$ cat config.mk
export PLATFORM = sky130hd
export DESIGN_NAME = serial_bit_feeder
export DESIGN_NICKNAME = d
export VERILOG_FILES = /design/src/rtl/serial_pkg.sv /design/src/rtl/serial_bit_counter.sv /design/src/rtl/serial_bit_feeder.sv
export SDC_FILE = /design/constraint.sdc
export NUM_CORES = 1
export LEC_CHECK = 0
export ABC_CLOCK_PERIOD_IN_PS = 1700
export CAP_MARGIN = 30
export CELL_PAD_IN_SITES_DETAIL_PLACEMENT = 1
export CELL_PAD_IN_SITES_GLOBAL_PLACEMENT = 1
export CORE_MARGIN = 10
export CORE_UTILIZATION = 37
export DETAILED_ROUTE_END_ITERATION = 16
export PLACE_DENSITY_LB_ADDON = 0.05
export SKIP_LAST_GASP = 1
export SLEW_MARGIN = 25
export SYNTH_ARGS = -nofsm -noshare
export SYNTH_HDL_FRONTEND = slang
export SYNTH_SLANG_ARGS = --single-unit
$ cat constraint.sdc
create_clock -name clk -period 1.7 [get_ports clk]
set_input_delay 0.34 -clock clk [delete_from_list [all_inputs] [get_ports clk]]
set_output_delay 0.34 -clock clk [all_outputs]
set_load 0.02 [all_outputs]
$ cat src/rtl/serial_pkg.sv
// Shared definitions for the serial bit feeder.
// Contents:
//   state_t      FSM state encoding (IDLE, SHIFT, PARITY)
//   PARITY_BITS  1 when SERIAL_PARITY_EN is defined, else 0
//   cnt_w()      bit-counter width for a given data width
//   frame_len()  number of serial bits per frame (data + optional parity)
//   even_parity() XOR reduction of a zero-extended word
// Configuration macro: SERIAL_PARITY_EN (appends an even-parity bit to each frame).
package serial_pkg;

  typedef enum logic [1:0] {
    IDLE   = 2'd0,
    SHIFT  = 2'd1,
    PARITY = 2'd2
  } state_t;

`ifdef SERIAL_PARITY_EN
  localparam int PARITY_BITS = 1;
`else
  localparam int PARITY_BITS = 0;
`endif

  function automatic int cnt_w(input int width);
    return $clog2(width + 1);
  endfunction

  function automatic int frame_len(input int width);
    return width + PARITY_BITS;
  endfunction

  // Zero-extension does not change the XOR, so any width up to 32 fits.
  function automatic logic even_parity(input logic [31:0] d);
    return ^d;
  endfunction

endpackage

$ cat src/rtl/serial_bit_counter.sv
// Loadable down-counter with terminal-count flag; tracks bits left in a frame.
// Ports:
//   clk        system clock
//   reset      synchronous active-low reset (count -> 0)
//   i_load     load i_load_val (has priority over decrement)
//   i_load_val value to load
//   i_dec      decrement by one; holds at zero instead of wrapping
//   o_count    current count
//   o_tc       high when count is zero
module serial_bit_counter #(
  parameter int CW = 4
) (
  input  logic          clk,
  input  logic          reset,
  input  logic          i_load,
  input  logic [CW-1:0] i_load_val,
  input  logic          i_dec,
  output logic [CW-1:0] o_count,
  output logic          o_tc
);

  logic [CW-1:0] r_count;
  logic          w_tc;

  assign w_tc    = (r_count == {CW{1'b0}});
  assign o_tc    = w_tc;
  assign o_count = r_count;

  // Count register: reset, reload on accept, otherwise count down to zero.
  always_ff @(posedge clk) begin
    if (!reset) begin
      r_count <= {CW{1'b0}};
    end else if (i_load) begin
      r_count <= i_load_val;
    end else if (i_dec && !w_tc) begin
      r_count <= r_count - {{(CW-1){1'b0}}, 1'b1};
    end else begin
      r_count <= r_count;
    end
  end

endmodule

$ cat src/rtl/serial_bit_feeder.sv
// Parallel-to-serial front end: accepts a WIDTH-bit word on load&&ready and
// shifts it out MSB-first, one bit per clock, qualified by x_valid. done
// pulses with the final bit of the frame.
// Ports:
//   clk      system clock
//   reset    synchronous active-low reset
//   load     request to accept data_in (honoured only while ready=1)
//   data_in  word to serialise, sampled on the accepting edge
//   ready    high in IDLE while out of reset (combinational decode)
//   x        serial bit (0 whenever x_valid=0)
//   x_valid  high while x carries a frame bit
//   done     one-cycle pulse on the last bit of a frame
// Configuration macro: SERIAL_PARITY_EN -- appends one even-parity bit
// (PARITY state) after the data bits; done then moves to the parity bit.
module serial_bit_feeder
  import serial_pkg::*;
#(
  parameter int WIDTH = 8
) (
  input  logic             clk,
  input  logic             reset,
  input  logic             load,
  input  logic [WIDTH-1:0] data_in,
  output logic             ready,
  output logic             x,
  output logic             x_valid,
  output logic             done
);

  localparam int CW        = cnt_w(WIDTH);
  localparam int FRAME_LEN = frame_len(WIDTH);
  // Counter holds "bits still to emit after the current one".
  localparam logic [CW-1:0] LOAD_VAL = CW'(FRAME_LEN - 1);

  state_t           r_state, w_state_nxt;
  logic [WIDTH-1:0] r_shift, w_shift_nxt;
  logic             r_x, w_x_nxt;
  logic             r_x_valid, w_x_valid_nxt;
  logic             r_done, w_done_nxt;
  logic             w_cnt_load, w_cnt_dec, w_cnt_tc;
  logic [CW-1:0]    w_cnt;
`ifdef SERIAL_PARITY_EN
  logic             r_parity, w_parity_nxt;
`endif

  serial_bit_counter #(.CW(CW)) u_cnt (
    .clk        (clk),
    .reset      (reset),
    .i_load     (w_cnt_load),
    .i_load_val (LOAD_VAL),
    .i_dec      (w_cnt_dec),
    .o_count    (w_cnt),
    .o_tc       (w_cnt_tc)
  );

  assign ready   = (r_state == IDLE) && reset;
  assign x       = r_x;
  assign x_valid = r_x_valid;
  assign done    = r_done;

  // Next-state and next-output decode; outputs are registered one edge later.
  always_comb begin
    w_state_nxt   = r_state;
    w_shift_nxt   = r_shift;
    w_x_nxt       = 1'b0;
    w_x_valid_nxt = 1'b0;
    w_done_nxt    = 1'b0;
    w_cnt_load    = 1'b0;
    w_cnt_dec     = 1'b0;
`ifdef SERIAL_PARITY_EN
    w_parity_nxt  = r_parity;
`endif
    case (r_state)
      IDLE: begin
        if (load) begin
          // MSB goes straight to x; the register keeps the remaining bits.
          w_state_nxt   = SHIFT;
          w_shift_nxt   = data_in << 1'b1;
          w_x_nxt       = data_in[WIDTH-1];
          w_x_valid_nxt = 1'b1;
          w_done_nxt    = (LOAD_VAL == {CW{1'b0}});
          w_cnt_load    = 1'b1;
`ifdef SERIAL_PARITY_EN
          w_parity_nxt  = even_parity(32'(data_in));
`endif
        end else begin
          w_state_nxt = IDLE;
        end
      end
      SHIFT: begin
        if (w_cnt_tc) begin
          w_state_nxt = IDLE;
        end else begin
          w_cnt_dec     = 1'b1;
          w_x_valid_nxt = 1'b1;
          // Count of 1 means the bit about to be emitted is the last one.
          w_done_nxt    = (w_cnt == CW'(1));
`ifdef SERIAL_PARITY_EN
          if (w_cnt == CW'(1)) begin
            w_state_nxt = PARITY;
            w_x_nxt     = r_parity;
          end else begin
            w_x_nxt     = r_shift[WIDTH-1];
            w_shift_nxt = r_shift << 1'b1;
          end
`else
          w_x_nxt       = r_shift[WIDTH-1];
          w_shift_nxt   = r_shift << 1'b1;
`endif
        end
      end
      PARITY: begin
        w_state_nxt = IDLE;
      end
      default: begin
        w_state_nxt = IDLE;
      end
    endcase
  end

  // State, shift register and output registers.
  always_ff @(posedge clk) begin
    if (!reset) begin
      r_state   <= IDLE;
      r_shift   <= {WIDTH{1'b0}};
      r_x       <= 1'b0;
      r_x_valid <= 1'b0;
      r_done    <= 1'b0;
    end else begin
      r_state   <= w_state_nxt;
      r_shift   <= w_shift_nxt;
      r_x       <= w_x_nxt;
      r_x_valid <= w_x_valid_nxt;
      r_done    <= w_done_nxt;
    end
  end

`ifdef SERIAL_PARITY_EN
  // Parity of the captured word, presented after the last data bit.
  always_ff @(posedge clk) begin
    if (!reset) begin
      r_parity <= 1'b0;
    end else begin
      r_parity <= w_parity_nxt;
    end
  end
`endif

endmodule

==> run_results.csv, run 1 <==
group,metric,value,unit
timing,skew,0.00308,ns
pwr,peakVddDrop,0.400,mV
floorplanning,io_pins,15,
yosys,async_flop_share,0,%
cts,cts_buffer_depth,2,
cts,cts_tree,"yes",
yosys,synth_top_area_share,40.5,%
global_route,grt_pass1_vias,603,
timing,relSlewSlack,74.6,%
critical_path,crit-reg2reg-launch,"u_cnt.o_count[1]",
place,globalplace.congestion,0.715,
place,port-buffer-count,14,
detailed_routing,num_vias,611,
yosys,yosysWarningCount,0,
yosys,synthTopCellsByArea,"dfxtp_1, mux2i_1, o211a_1",
global_route,antenna_found_initial,0,
cts,cts_setup_buffers,0,
global_route,grt_pass1_wl,2800,µm
critical_path,cp_slowest_cell,"clkdlybuf4s50_1",
critical_path,crit_type,"in -> out",
place,place_area,915,µm²
timing,fin_crit_sh,95.2,%
timing,setup_tns,0,ns
yosys,synth-seq-cells,15,
critical_path,r2r-end,"u_cnt.o_count[1]",
layout,drive_above_1_share,15.2,%
global_route,grt_max_degree,19,
pwr,p_per_area,896,mW/mm²
cts,clk_pin_slew,0.10,ns
layout,n_antenna_cell,0,
critical_path,crit_arrival,1.28,ns
critical_path,ff2ff_setup_slack,0.10,ns
floorplanning,die-area,0.00420,mm²
layout,synthToLayoutAreaGrowth,27.2,%
critical_path,path_cells,"clkdlybuf4s50_1 > nor2b_1 > dlygate4sd2_1",
cts,h-tree-depth,1,
cts,clk_latency,0.29,ns
detailed_routing,postRouteAntennaNets,0,
layout,nets,106,
critical_path,crit_family,"buffers and inverters",
yosys,synth_area_per_cell,10.0,µm²
critical_path,r2r_cells,5,
cts,clock-sinks,15,
timing,rsz0062_at_grt,"no",
timing,drv_slew,0,
timing,worstMarginPinSlew,0.376,ns
yosys,synthesis.area,742,µm²
critical_path,crit_fanout,2,
status,status,"finished, final reports clean",
run,cap_violations,0,
global_route,grtUsageTotal,8.40,%
layout,most-common-layout-cells,"dfxtp_1, clkdlybuf4s50_1, nand3_1, mux2i_1, o211a_1",
detailed_routing,drt_iter0_drc,19,
critical_path,max_stage_delay,0.47,ns
detailed_routing,drc,0,
place,place_hpwl,1220,µm
timing,min_period,1.62,ns
yosys,synth_ff_type,"dfxtp_1",
cts,ctsHoldBuffers,0,
yosys,yosysUniqueCellTypes,29,
detailed_routing,vias_per_cell,5.13,
critical_path,critPathLaunchType,"input pin",
critical_path,crit_required,1.36,ns
critical_path,path_buf_inv,2,
detailed_routing,drt_wl_total,1660,µm
detailed_routing,firstDrtPassIters,4,
layout,fin_util,48.6,%
floorplanning,core-area,0.00194,mm²
yosys,synth_edf_count,0,
global_route,grt-ovfl-total,0,
floorplanning,initial_core_util,38.2,%
yosys,synth_fp_nets,87,
cts,cts_inserted_buffers,3,
critical_path,critPathCaptureType,"output port",
timing,setup_viol,0,
layout,post_layout_nonfiller_instances,119,
cts,cts_resized,1,
yosys,synthCells,74,
yosys,synth-seq-area-share,40.5,%
yosys,synth_top_area_cell,"dfxtp_1",
critical_path,crit_start,"reset",
floorplanning,die_w,64.8,µm
place,dp.cells,115,
floorplanning,row_count,16,
detailed_routing,wl_per_cell,14.0,µm
timing,hold_violations,0,
critical_path,crit_path_end,"ready",
layout,final_common_cell,"dfxtp_1",
hold_path,hp-class,"reg -> reg",
critical_path,cp.depth,3,
timing,max_freq,618,MHz
cts,clock_tree.root_cell,"clkbuf_4",
layout,stdcell_area,943,µm²
pwr,power_leakage,0.432,nW
floorplanning,die_y,64.8,µm
-- layer usage --
layer / GRT usage (%) / vias to the layer above / wire length (µm)
li1: - / 302 / -
met1: 11.0 / 287 / 820
met2: 11.3 / 17 / 722
met3: 3.26 / 5 / 86
met4: 4.81 / 0 / 34
met5: 0 / - / 0
-- tightest hold or removal path, cell delays in order (launching register included) --
cell and delay, ns:
dfxtp_1 0.33, nand2_1 0.05, o22ai_1 0.06
-- how the worst min path moves through the flow --
stage	from	cells past startpoint	slack (ns)	endpoint
floorplan	r_shift[1]	2	0.45	r_shift[1]
global placement	r_shift[1]	2	0.46	r_shift[1]
detailed placement	r_shift[1]	2	0.47	r_shift[1]
CTS	r_shift[1]	2	0.49	r_shift[1]
global route	r_shift[1]	2	0.53	r_shift[1]
finish	r_shift[1]	2	0.48	r_shift[1]
-- metrics by stage --
stage / power [mW] / setup slack (ns) / hold slack, ns
2_1_floorplan: 0.571 / 0.236 / 0.446
4_1_cts: 0.853 / 0.0730 / 0.486
3_3_place_gp: 0.635 / -0.184 / 0.461
5_1_grt: 0.899 / 0.0150 / 0.529
3_5_place_dp: 0.640 / -0.201 / 0.473
6_report: 0.845 / 0.0821 / 0.484
-- cell families (layout without fill, tap and decap cells) --
family / count (synthesis) / count (layout) / share of synthesized area [%]
adder cells (fa/ha/maj): 2 / 2 / 3.37
AO/OA/AOI/OAI: 12 / 12 / 14.2
flip-flops: 15 / 15 / 40.5
buffers and inverters: 9 / 27 / 7.76
AND/OR/NAND/NOR: 28 / 28 / 22.8
multiplexers: 8 / 8 / 11.5
-- cell usage after synthesis, types with 2 or more instances --
master and n:
nor2_1 3, nand3_1 9, nand2_1 3, buf_6 3
and3_1 2, mux2i_1 7, ha_1 2, dfxtp_1 15
clkbuf_1 2, o211a_1 7, inv_1 3
-- layout make-up --
cell class              count  area [µm²]
fillers                   241         998
multi-input cells          50         387
flip-flops and latches     15         300
repair buffers             20         184
well taps                  27        33.8
clock buffers               3        22.5
inverters                   3        11.3
clock inverters             1        5.00
-- report_power, final --
group	internal, mW	leakage, nW	switching (mW)
clock network	0.0876	0.0177	0.127
logic	0.123	0.290	0.0984
registers	0.387	0.124	0.0213
-- sequential cells by signal, summed over array words and instances (netlist names) --
register	cells
r_shift	7
done	1
x	1
r_state	1
u_cnt.o_count	4
x_valid	1
(Power assumes the default switching activity.)
==> run 2: changes to the inputs <==
--- a/config.mk
+++ b/config.mk
@@ -10,7 +10,8 @@
 export CELL_PAD_IN_SITES_DETAIL_PLACEMENT = 1
 export CELL_PAD_IN_SITES_GLOBAL_PLACEMENT = 1
 export CORE_MARGIN = 10
-export CORE_UTILIZATION = 37
+export CORE_UTILIZATION = 39
+export CTS_BUF_LIST = sky130_fd_sc_hd__clkbuf_8
 export DETAILED_ROUTE_END_ITERATION = 16
 export PLACE_DENSITY_LB_ADDON = 0.05
 export SKIP_LAST_GASP = 1
==> run_results.csv, run 2 (synthesis gave the netlist of run 1 again) <==
group,metric,value,unit
cts,clock_tree.root_cell,"clkbuf_8",
global_route,grt_max_degree,19,
pwr,power_leakage,0.439,nW
run,cap_violations,0,
detailed_routing,drt_wl_total,1710,µm
floorplanning,die_w,63.6,µm
detailed_routing,postRouteAntennaNets,0,
critical_path,crit-reg2reg-launch,"u_cnt.o_count[1]",
cts,cts_buffer_depth,2,
pwr,peakVddDrop,0.457,mV
layout,most-common-layout-cells,"dfxtp_1, clkdlybuf4s50_1, nand3_1, mux2i_1, o211a_1",
detailed_routing,drc,0,
layout,stdcell_area,953,µm²
detailed_routing,firstDrtPassIters,4,
floorplanning,core-area,0.00176,mm²
cts,clk_latency,0.25,ns
timing,hold_violations,0,
place,port-buffer-count,14,
pwr,p_per_area,972,mW/mm²
place,place_area,912,µm²
cts,cts_tree,"yes",
layout,largest_reg_flops,7,
floorplanning,die_y,63.6,µm
place,globalplace.congestion,0.685,
place,dp.cells,113,
cts,ctsHoldBuffers,0,
layout,nets,106,
layout,regMostFlops,"r_shift",
floorplanning,die-area,0.00405,mm²
cts,h-tree-depth,1,
floorplanning,initial_core_util,42.1,%
detailed_routing,num_vias,599,
critical_path,critPathLaunchType,"register",
critical_path,crit_type,"reg -> reg",
global_route,use_met2,13.7,%
global_route,grt.busiest_layer,"met2",
critical_path,crit_start,"u_cnt.o_count[1]",
timing,max_freq,623,MHz
cts,clk_pin_slew,0.06,ns
critical_path,crit_arrival,1.79,ns
timing,relSlewSlack,71.7,%
cts,cts_setup_buffers,0,
timing,whs,0.473,ns
detailed_routing,vias_per_cell,5.12,
hold_path,hp-start,"r_shift[1]",
critical_path,critPathCaptureType,"register",
timing,fin_crit_sh,94.4,%
global_route,gr-usage-met1,11.6,%
floorplanning,io_pins,15,
global_route,grtUsageTotal,9.33,%
global_route,grt_util_met3,2.12,%
place,place_hpwl,1270,µm
critical_path,crit_required,1.89,ns
timing,setup_viol,0,
detailed_routing,drt_iter0_drc,15,
global_route,antenna_found_initial,0,
timing,rsz0062_at_grt,"no",
global_route,grt_pass1_wl,3060,µm
layout,drive_above_1_share,15.2,%
layout,final_common_cell,"dfxtp_1",
global_route,grt-ovfl-total,0,
pwr,total_power,0.927,mW
timing,skew,0.00145,ns
layout,n_antenna_cell,0,
detailed_routing,wl_per_cell,14.6,µm
cts,clock-sinks,15,
layout,synthToLayoutAreaGrowth,28.5,%
timing,drv_slew,0,
status,status,"finished, final reports clean",
floorplanning,row_count,15,
hold_path,hp-class,"reg -> reg",
cts,cts_inserted_buffers,3,
timing,worstMarginPinSlew,0.419,ns
critical_path,crit_fanout,5,
global_route,grt_pass1_vias,650,
layout,fin_util,54.0,%
timing,min_period,1.60,ns
layout,post_layout_nonfiller_instances,117,
## run 2: final cells by class
type | count | area [µm²]
clock inverters | 1 | 5.00
fillers | 218 | 811
inverters | 3 | 11.3
repair buffers | 20 | 180
multi-input cells | 50 | 384
clock buffers | 3 | 41.3
well taps | 25 | 31.3
flip-flops and latches | 15 | 300
## run 2: path summary, 6_finish.rpt
check / to / slack, ns / depth (start not counted)
max reg2reg: u_cnt.o_count[1] / 0.1 / 5
min reg2reg: r_shift[1] / 0.47 / 2
max: u_cnt.o_count[1] / 0.1 / 5
min: r_shift[1] / 0.47 / 2
## run 2: metal layers
metal,vias up,wire (µm)
li1,303,-
met1,277,861
met2,14,735
met3,5,61
met4,0,50
met5,-,0
## run 2: through the flow
step                      setup TNS [ns]  setup WS, ns
after global placement            -0.183        -0.183
after floorplan                        0         0.236
after CTS                              0        0.0235
after global routing                   0       0.00194
after detailed placement          -0.252        -0.252
final                                  0        0.0959
## run 2: critical path: stages (launching register included)
cell     delay [ns]
dfxtp_1        0.32
inv_1          0.10
ha_1           0.24
or3b_4         0.43
mux2_4         0.30
a21oi_1        0.13
## run 2: report_power, final
group / switching [mW] / internal [mW] / leakage [nW]
clock network: 0.134 / 0.163 / 0.0255
logic: 0.101 / 0.122 / 0.289
registers: 0.0206 / 0.387 / 0.124
## run 2: what timing repair did
item	in CTS	in global routing
endpoints found under the setup margin	1	1
gates cloned	0	0
pin swaps	0	0
gates resized for setup	1	2
==> RTL change (config.mk and constraints of run 2) <==
Build with the macro `SERIAL_PARITY_EN` defined.
--- a/src/rtl/serial_pkg.sv
+++ b/src/rtl/serial_pkg.sv
@@ -6,6 +6,8 @@
 //   frame_len()  number of serial bits per frame (data + optional parity)
 //   even_parity() XOR reduction of a zero-extended word
 // Configuration macro: SERIAL_PARITY_EN (appends an even-parity bit to each frame).
+`define SERIAL_PARITY_EN
+
 package serial_pkg;
 
   typedef enum logic [1:0] {
Check against the original RTL: not equivalent (Yosys sat finds a counterexample within 10 cycles, from zero or initial values and one cycle with reset low).
==> RTL change against run 2 <==
  * Wire length grew 15%
  * Via count is 15% higher
  * Core utilization down 2.5 points
  * Final area increased by 18%
  * Clock skew hardly changed
  * Die area rose by 13%
  * Area after synthesis grew 19%
  * Worst setup slack gained 80 ps
  * Sequential cell count grew 2
  * Total power rose by 6.8%
  * Clock power is 4% higher
  * Largest cell class unchanged
  * Highest routed layer unchanged
==> RTL change: results (changes against run 2) <==
sequential element share of the synthesized area -> 0.385 (-0.0195)
GPL Wtd Cong -> 0.703 (+2.6%)
dpl hpwl -> 1.52 mm (+19%)
Synth area leaders -> dfxtp_1 (39%), xnor2_1 (9.9%), mux2i_1 (6.8%)
Worst VDD drop -> 415 uV (-9.2%)
net count after synthesis -> 101 (+16%)
r2r startpoint -> u_cnt.o_count[0]$_SDFFE_PP0P_
dpl ws -> -275 ps (-22.4 ps)
CP max stage cell -> clkdlybuf4s50_1
Hold Crit Depth -> 1 (-1)
share of layout cells above drive strength 1 -> 0.185 (+0.0330)
vias in the first global route -> 715 (+10%)
status -> completed
final-layout fill cell count -> 259 (+19%)
crit path from -> reset
Area after DPL -> 1080 um^2 (+19%)
Vias -> 686 (+15%)
Crit path arrival time -> 1180 ps (-610 ps)
first-pass GRT wire length -> 3.31 mm (+8.1%)
Vias/cell -> 5.04 (-1.5%)
Total GRT Usage -> 0.0930 (-0.000369)
Leakage -> 0.000511 uW (+16%)
Syn Area/Cell -> 10.2 um^2 (+1.3%)
CP peak stage delay -> 470 ps (+40 ps)
largest net degree at the start of global routing -> 16 (-3)
[RTL change: cells by family (layout without fill, tap and decap cells)]
group	count (synthesis)	count (layout)	share of synthesized area
AND/OR/NAND/NOR	20	20	0.150
buffers and inverters	7	28	0.0439
AO/OA/AOI/OAI	23	23	0.198
adder cells (fa/ha/maj)	3	3	0.0425
flip-flops	17	17	0.385
XOR/XNOR	10	10	0.0991
multiplexers	7	7	0.0807
[RTL change: area by class of cell]
class	count	area (um^2)	area share
clock buffer	3	41.3	0.0366
clock inverter	1	5.00	0.00443
sequential	17	342	0.303
timing repair buffer	21	188	0.166
inverter	3	11.3	0.00998
tap	28	35.0	0.0310
multi-input combinational	63	507	0.449
[RTL change: how the worst max path moves through the flow]
stage,to,slack (ps),cells past startpoint
6_report,ready,180,3
5_1_grt,r_shift[7]$_SDFFE_PN0P_,70,7
3_5_place_dp,ready,-270,3
2_1_floorplan,r_shift[2]$_SDFFE_PN0P_,150,7
3_3_place_gp,ready,-250,3
4_1_cts,ready,10,3
[RTL change: through the flow]
step	hold WS (ps)	total power [uW]	utilization	setup TNS [ps]
global route	521	1050	0.515	0
global placement	480	684	0.495	-248
floorplan	445	611	-	0
CTS	488	1000	0.515	0
detailed placement	477	690	0.495	-275
finish	480	990	0.515	0
[RTL change: where the power goes]
group | internal (uW) | switching (uW) | total (uW)
Sequential | 431 | 23.3 | 454
Combinational | 122 | 105 | 227
Clock | 163 | 146 | 309
Total | 716 | 274 | 990
[RTL change: per-layer routing]
metal / vias to the layer above / GRT usage / part of all wire
li1: 347 / - / -
met1: 320 / 0.118 / 0.51
met2: 17 / 0.137 / 0.41
met3: 2 / 0.0397 / 0.071
met4: 0 / 0.0308 / 0.0087
met5: - / 0 / 0
